--- src/rtl/vvalu_config_sequencer.sv ---
`default_nettype none
// ============================================================================
// Module      : vvalu_config_sequencer
// Description : Firmware configuration sequencer for the vector-vector ALU.
//               Holds a host-writable shadow image of the per-chain firmware
//               tables. On commit it drops tracing, waits for the ALU pipeline
//               to drain, then streams the image as a contiguous
//               configId/configData burst and closes with one idle-id cycle.
// Options     : VVALU_CFG_READBACK_EN - adds registered shadow readback port
//               (cfg_rd_addr / cfg_rd_data).
// Revision    : 1.0 - initial release
// ============================================================================
module vvalu_config_sequencer #(
    parameter int         MAX_CHAINS       = 4,
    parameter int         NUM_FIELDS       = 6,
    parameter logic [7:0] TARGET_CONFIG_ID = 8'h00,
    parameter logic [7:0] IDLE_CONFIG_ID   = 8'hFF,
    parameter int         DRAIN_CYCLES     = 3,
    localparam int        IMG_BYTES        = MAX_CHAINS * NUM_FIELDS,
    localparam int        AW               = $clog2(IMG_BYTES)
) (
    input  logic          clk,
    input  logic          reset_n,
    input  logic          cfg_wr_en,
    input  logic [AW-1:0] cfg_wr_addr,
    input  logic [7:0]    cfg_wr_data,
    input  logic          commit_req,
    input  logic          tracing_req,
    input  logic          alu_valid_out,
    output logic          tracing,
    output logic [7:0]    configId,
    output logic [7:0]    configData,
    output logic          busy,
    output logic          done,
    output logic          wr_dropped
`ifdef VVALU_CFG_READBACK_EN
    ,
    input  logic [AW-1:0] cfg_rd_addr,
    output logic [7:0]    cfg_rd_data
`endif
);

    // Quiet counter only has to reach DRAIN_CYCLES; byte index must reach IMG_BYTES.
    localparam int             DW       = $clog2(DRAIN_CYCLES + 1);
    localparam logic [DW-1:0]  c_drain  = DW'(DRAIN_CYCLES);
    localparam logic [AW:0]    c_img    = (AW + 1)'(IMG_BYTES);
    localparam logic [AW:0]    c_k_one  = (AW + 1)'(1);
    localparam logic [DW-1:0]  c_q_one  = DW'(1);

    typedef enum logic [1:0] {
        S_IDLE   = 2'd0,
        S_DRAIN  = 2'd1,
        S_STREAM = 2'd2,
        S_CLOSE  = 2'd3
    } state_t;

    state_t          r_state;
    state_t          w_state;
    logic [DW-1:0]   r_quiet;
    logic [DW-1:0]   w_quiet;
    logic [DW-1:0]   w_quiet_inc;
    logic [AW:0]     r_k;
    logic [AW:0]     w_k;
    logic [7:0]      r_shadow [IMG_BYTES];

    logic            r_tracing,     w_tracing;
    logic [7:0]      r_config_id,   w_config_id;
    logic [7:0]      r_config_data, w_config_data;
    logic            r_busy,        w_busy;
    logic            r_done,        w_done;
    logic            r_wr_dropped,  w_wr_dropped;
    logic            w_wr_accept;

    // Host writes only land while idle and in range; a same-cycle commit still sees them.
    assign w_wr_accept = (r_state == S_IDLE) && cfg_wr_en && ({1'b0, cfg_wr_addr} < c_img);
    assign w_quiet_inc = r_quiet + c_q_one;

    // Shadow image storage, cleared by reset so a re-commit after reset streams zeros.
    always_ff @(posedge clk or negedge reset_n) begin
        if (!reset_n) begin
            for (int i = 0; i < IMG_BYTES; i++) begin
                r_shadow[i] <= '0;
            end
        end else if (w_wr_accept) begin
            r_shadow[cfg_wr_addr] <= cfg_wr_data;
        end
    end

    // FSM state register plus drain counter and stream byte index.
    always_ff @(posedge clk or negedge reset_n) begin
        if (!reset_n) begin
            r_state <= S_IDLE;
            r_quiet <= '0;
            r_k     <= '0;
        end else begin
            r_state <= w_state;
            r_quiet <= w_quiet;
            r_k     <= w_k;
        end
    end

    // Next-state and next-output decode; outputs are computed one cycle ahead and registered.
    always_comb begin
        w_state       = r_state;
        w_quiet       = r_quiet;
        w_k           = r_k;
        w_tracing     = r_tracing;
        w_config_id   = IDLE_CONFIG_ID;
        w_config_data = r_config_data;
        w_busy        = r_busy;
        w_done        = 1'b0;
        w_wr_dropped  = r_wr_dropped;

        case (r_state)
            S_IDLE: begin
                w_busy = 1'b0;
                if (commit_req) begin
                    w_state      = S_DRAIN;
                    w_tracing    = 1'b0;
                    w_busy       = 1'b1;
                    w_wr_dropped = 1'b0;
                    w_quiet      = '0;
                end else begin
                    w_tracing = tracing_req;
                end
            end
            S_DRAIN: begin
                w_tracing = 1'b0;
                if (alu_valid_out) begin
                    w_quiet = '0;
                end else if (w_quiet_inc == c_drain) begin
                    // Drain satisfied: the first byte goes out on this same edge.
                    w_state       = S_STREAM;
                    w_quiet       = '0;
                    w_config_id   = TARGET_CONFIG_ID;
                    w_config_data = r_shadow[0];
                    w_k           = c_k_one;
                end else begin
                    w_quiet = w_quiet_inc;
                end
            end
            S_STREAM: begin
                w_tracing = 1'b0;
                if (r_k == c_img) begin
                    // Idle id for one cycle resets the ALU's byte counter.
                    w_state = S_CLOSE;
                    w_done  = 1'b1;
                end else begin
                    w_config_id   = TARGET_CONFIG_ID;
                    w_config_data = r_shadow[r_k[AW-1:0]];
                    w_k           = r_k + c_k_one;
                end
            end
            S_CLOSE: begin
                w_state   = S_IDLE;
                w_tracing = 1'b0;
                w_busy    = 1'b0;
            end
            default: begin
                w_state = S_IDLE;
            end
        endcase

        // Any write attempted while a commit is in flight is lost; flag it for the host.
        if ((r_state != S_IDLE) && cfg_wr_en) begin
            w_wr_dropped = 1'b1;
        end
    end

    // Registered outputs.
    always_ff @(posedge clk or negedge reset_n) begin
        if (!reset_n) begin
            r_tracing     <= 1'b0;
            r_config_id   <= IDLE_CONFIG_ID;
            r_config_data <= '0;
            r_busy        <= 1'b0;
            r_done        <= 1'b0;
            r_wr_dropped  <= 1'b0;
        end else begin
            r_tracing     <= w_tracing;
            r_config_id   <= w_config_id;
            r_config_data <= w_config_data;
            r_busy        <= w_busy;
            r_done        <= w_done;
            r_wr_dropped  <= w_wr_dropped;
        end
    end

    assign tracing    = r_tracing;
    assign configId   = r_config_id;
    assign configData = r_config_data;
    assign busy       = r_busy;
    assign done       = r_done;
    assign wr_dropped = r_wr_dropped;

`ifdef VVALU_CFG_READBACK_EN
    logic [7:0] r_rd_data;

    // Registered shadow readback, usable in any state; out-of-range reads return zero.
    always_ff @(posedge clk or negedge reset_n) begin
        if (!reset_n) begin
            r_rd_data <= '0;
        end else if ({1'b0, cfg_rd_addr} < c_img) begin
            r_rd_data <= r_shadow[cfg_rd_addr];
        end else begin
            r_rd_data <= '0;
        end
    end

    assign cfg_rd_data = r_rd_data;
`endif

endmodule
`default_nettype wire

--- config.mk ---
export PLATFORM = sky130hd
export DESIGN_NAME = vvalu_config_sequencer
export DESIGN_NICKNAME = d
export VERILOG_FILES = /design/src/rtl/vvalu_config_sequencer.sv
export SDC_FILE = /design/constraint.sdc
export NUM_CORES = 1
export LEC_CHECK = 0
export ABC_AREA = 1
export ABC_CLOCK_PERIOD_IN_PS = 3220
export CAP_MARGIN = 20
export CORE_MARGIN = 5
export CORE_UTILIZATION = 40
export CTS_BUF_LIST = sky130_fd_sc_hd__clkbuf_4
export CTS_CLUSTER_DIAMETER = 80
export DETAILED_ROUTE_END_ITERATION = 6
export DONT_BUFFER_PORTS = 1
export RECOVER_POWER = 100
export REMOVE_ABC_BUFFERS = 1
export SYNTH_ARGS = -nofsm -noshare
export SYNTH_HDL_FRONTEND = slang
export SYNTH_SLANG_ARGS = --single-unit
--- constraint.sdc ---
create_clock -name clk -period 3.22 [get_ports clk]
set_clock_uncertainty 0.2 [all_clocks]
set_input_delay 0.644 -clock clk [delete_from_list [all_inputs] [get_ports clk]]
set_output_delay 0.644 -clock clk [all_outputs]
set_load 0.05 [all_outputs]
==> key figures <==
Run status
  – Status: finished with violations
  – Failing checks: negative hold slack

Setup path
  – Critical path data arrival time: 1.96 ns
  – Crit path depth: 0
  – Critical path origin: configId[3]
  – Kind of critical path: reg2out
  – CP Capture Type: primary output
  – Crit path launch type: flop
  – Crit Reg-Reg Startpoint: r_state[0]
  – Crit-path max FO: 8
  – Required time worst endpoint: 2.38 ns
  – Reg2reg end: r_shadow[147]
  – Reg2Reg Setup Slack: 0.47 ns
  – Worst Setup EP: configId[5]
  – R2R cell count: 6

CTS
  – Clock tree buffer depth: 3
  – Cts hold-fix bufs: 4
  – CTS root buf: clkbuf_4
  – Clock sink count: 215
  – TritonCTS clock tree: yes
  – H-tree depth: 2
  – CTS buffer count: 59
  – Worst-skew pair later-pin latency: 0.69 ns
  – Reg clk slew, reported paths: 0.06 ns
  – Post_cts resized: 0

Logic synthesis
  – Yosys reg bits: 215
  – Largest area contributor in the netlist: dfrtp_1
  – Most area-consuming cells after synthesis: dfrtp_1, nand2_1, o21ai_0
  – Asr flop ratio synth: 100.0%
  – Mean post-synth cell area: 7.732 µm²
  – Most used DFF post-synth: dfrtp_1
  – Sequential area share after synthesis: 51.94%
  – Post-synth EDFFs: 0
  – Synth Warn #: 0
  – Synth cell types: 28
  – Synth top area share: 51.68%
  – Cell Area, Synth: 10360 µm²
  – Synth Instances: 1340

Route
  – Via density: 5.057
  – Wire per inst: 16.43 µm
  – Routed Wire Length: 28010 µm
  – DRT Pass-1 Iters: 5
  – Drt drc: 0
  – Drt first-iter violations: 756
  – Routed vias: 8623
  – Final ANT Viol Nets: 0

Die
  – Core area: 25760 µm²
  – Die area: 29220 µm²
  – Die width: 170.9 µm
  – Row count: 59
  – Die height: 170.9 µm
  – Io pins: 39
  – Initial Utilization: 40.22%

Power and ir drop
  – Switch Pwr: 3.593 mW
  – Reg power frac: 43.1%
  – Combinational Power Share: 30.4%
  – Internal Power: 5.459 mW
  – Tot Pwr: 9.053 mW
  – Pleak: 5.335 nW
  – Clock power share: 26.5%
  – PwrDens: 802.8 nW/µm²
  – Sw Share: 39.69%
  – IR Drop Worst-Case VDD: 0.001056 V

GRT
  – Initial antenna violation count: 1
  – GR Layer Usage met1: 28.55%
  – Remaining Overflow, GRT: 0
  – GRT busiest layer: met2
  – Met2 Use GR: 29.87%
  – Largest net degree at the start of global routing: 216
  – First-pass GRT wire length: 45450 µm
  – Vias in the first global route: 8135
  – GRT Overall Usage: 19.59%
  – Met3 Use GR: 4.482%

Finish
  – Layout cells sized above 1: 9.503%
  – Filler cells: 2658
  – Final core utilization: 43.77%
  – Synth-to-layout area growth: 8.840%
  – Final #Nets: 1354

Placed design
  – GP Congestion: 0.8590
  – Port Buffers: 0
  – Dpl hpwl: 16550 µm

STA
  – Hold Vio Cnt, Final: 215
  – Max Freq: 357.0 MHz
  – WHS: -0.5319 ns
  – Fin. max-slew vios: 0
  – Slew @ Worst Pin: 1.013 ns
  – Max-slew headroom: 32.42%
  – Fin crit share: 86.99%
  – RSZ-0062 raised after global routing: false
  – Final setup fails: 0
  – Final Critical Period: 2.801 ns

Flow run
  – Max cap viols: 0

Worst hold path
  – Min-Delay Path Class: in2async
[worst min-delay path by stage]
| stage | slack (ns) | from | to | cells after the start |
|---|---|---|---|---|
| CTS | -0.60 | reset_n | r_shadow[57] | 0 |
| global placement | 0.16 | reset_n | r_shadow[76] | 0 |
| floorplan | 0.15 | reset_n | busy | 0 |
| detailed placement | 0.16 | reset_n | r_shadow[76] | 0 |
| finish | -0.53 | reset_n | r_shadow[74] | 0 |
| global route | -0.60 | reset_n | r_shadow[74] | 0 |
[registers in the layout (all words and copies together), names as in the netlist]
register / count
wr_dropped: 1
r_shadow: 192
configData: 8
configId: 1
r_k: 6
tracing: 1
r_quiet: 2
done: 1
busy: 1
r_state: 2
[per-stage QoR]
stage               instance area (µm²)  instances  setup TNS, ns  worst slack (ns)
global placement                  10530       1599              0            0.6153
detailed placement                10530       1599              0            0.5908
CTS                               11290       1703              0            0.3483
floorplan                          9965       1250         -20.59            -1.419
global route                      11280       1705              0            0.2906
finish                            11280       1705              0            0.4190
[power by group through the flow]
stage	clock [mW]	combinational (mW)	sequential (mW)
3_3_place_gp	0	2.73	3.93
4_1_cts	2.48	2.77	3.90
5_1_grt	2.64	3.16	3.97
2_1_floorplan	0	1.82	3.99
3_5_place_dp	0	2.75	3.94
6_report	2.40	2.75	3.90
[what timing repair did]
item	in CTS	in global routing
setup buffers	0	0
hold endpoints to repair	219	215
endpoints found under the setup margin	0	0
[worst reg2reg max path, delay by kind of cell (launching register included)]
| family | cells | cell delay [ns] |
|---|---|---|
| AND/OR/NAND/NOR | 2 | 0.96 |
| AO/OA/AOI/OAI | 2 | 0.62 |
| flip-flops | 1 | 0.40 |
| adder cells (fa/ha/maj) | 1 | 0.37 |
| buffers and inverters | 1 | 0.11 |
[cells in the final DEF, fill, tap and decap left out]
cell	count
buf_4	12
clkbuf_4	93
dfstp_4	1
o211ai_1	8
nand4_2	2
or2_2	1
nand3_1	103
o21ai_2	1
clkinv_2	1
inv_1	116
a41oi_1	1
xor2_1	2
nand4_1	9
o211ai_4	1
nor2_1	56
dlygate4sd3_1	4
nor3_2	5
ha_1	6
clkinv_1	6
o31ai_1	1
buf_12	2
nor2_2	1
nor3_4	3
dfrtp_4	1
a21oi_1	31
diode_2	2
o21ai_0	220
o21ai_1	1
dfrtp_1	213
nand2_1	460
inv_2	6
nor3_1	1
[metal layers]
layer,vias up,wire length (µm)
met5,-,0
met4,0,340
met3,25,1858
met2,220,12470
met1,4100,13340
li1,4278,-
[logic make-up after synthesis]
logic type	share of synthesized area [%]
AND/OR/NAND/NOR	25.76
XOR/XNOR	0.1691
AO/OA/AOI/OAI	13.16
adder cells (fa/ha/maj)	0.7245
buffers and inverters	8.248
flip-flops	51.94
[layout make-up]
| cell class | count | area, µm² | area share [%] |
|---|---|---|---|
| Antenna cell | 2 | 5.005 | 0.04438 |
| Clock buffer | 93 | 698.2 | 6.191 |
| Clock inverter | 7 | 27.53 | 0.2441 |
| Inverter | 122 | 457.9 | 4.061 |
| Multi-Input combinational cell | 913 | 4110 | 36.45 |
| Sequential cell | 215 | 5389 | 47.79 |
| Tap cell | 335 | 419.2 | 3.717 |
| Timing Repair Buffer | 18 | 170.2 | 1.509 |
[Yosys cell counts (6+ instances only)]
library cell,instances
a21oi_1,31
buf_2,26
buf_4,7
clkbuf_1,54
dfrtp_1,214
ha_1,6
inv_1,115
nand2_1,460
nand3_1,103
nand4_1,7
nor2_1,56
o211ai_1,8
o21ai_0,208
o21ai_1,14
No activity file was read; power rests on OpenSTA's default activity.
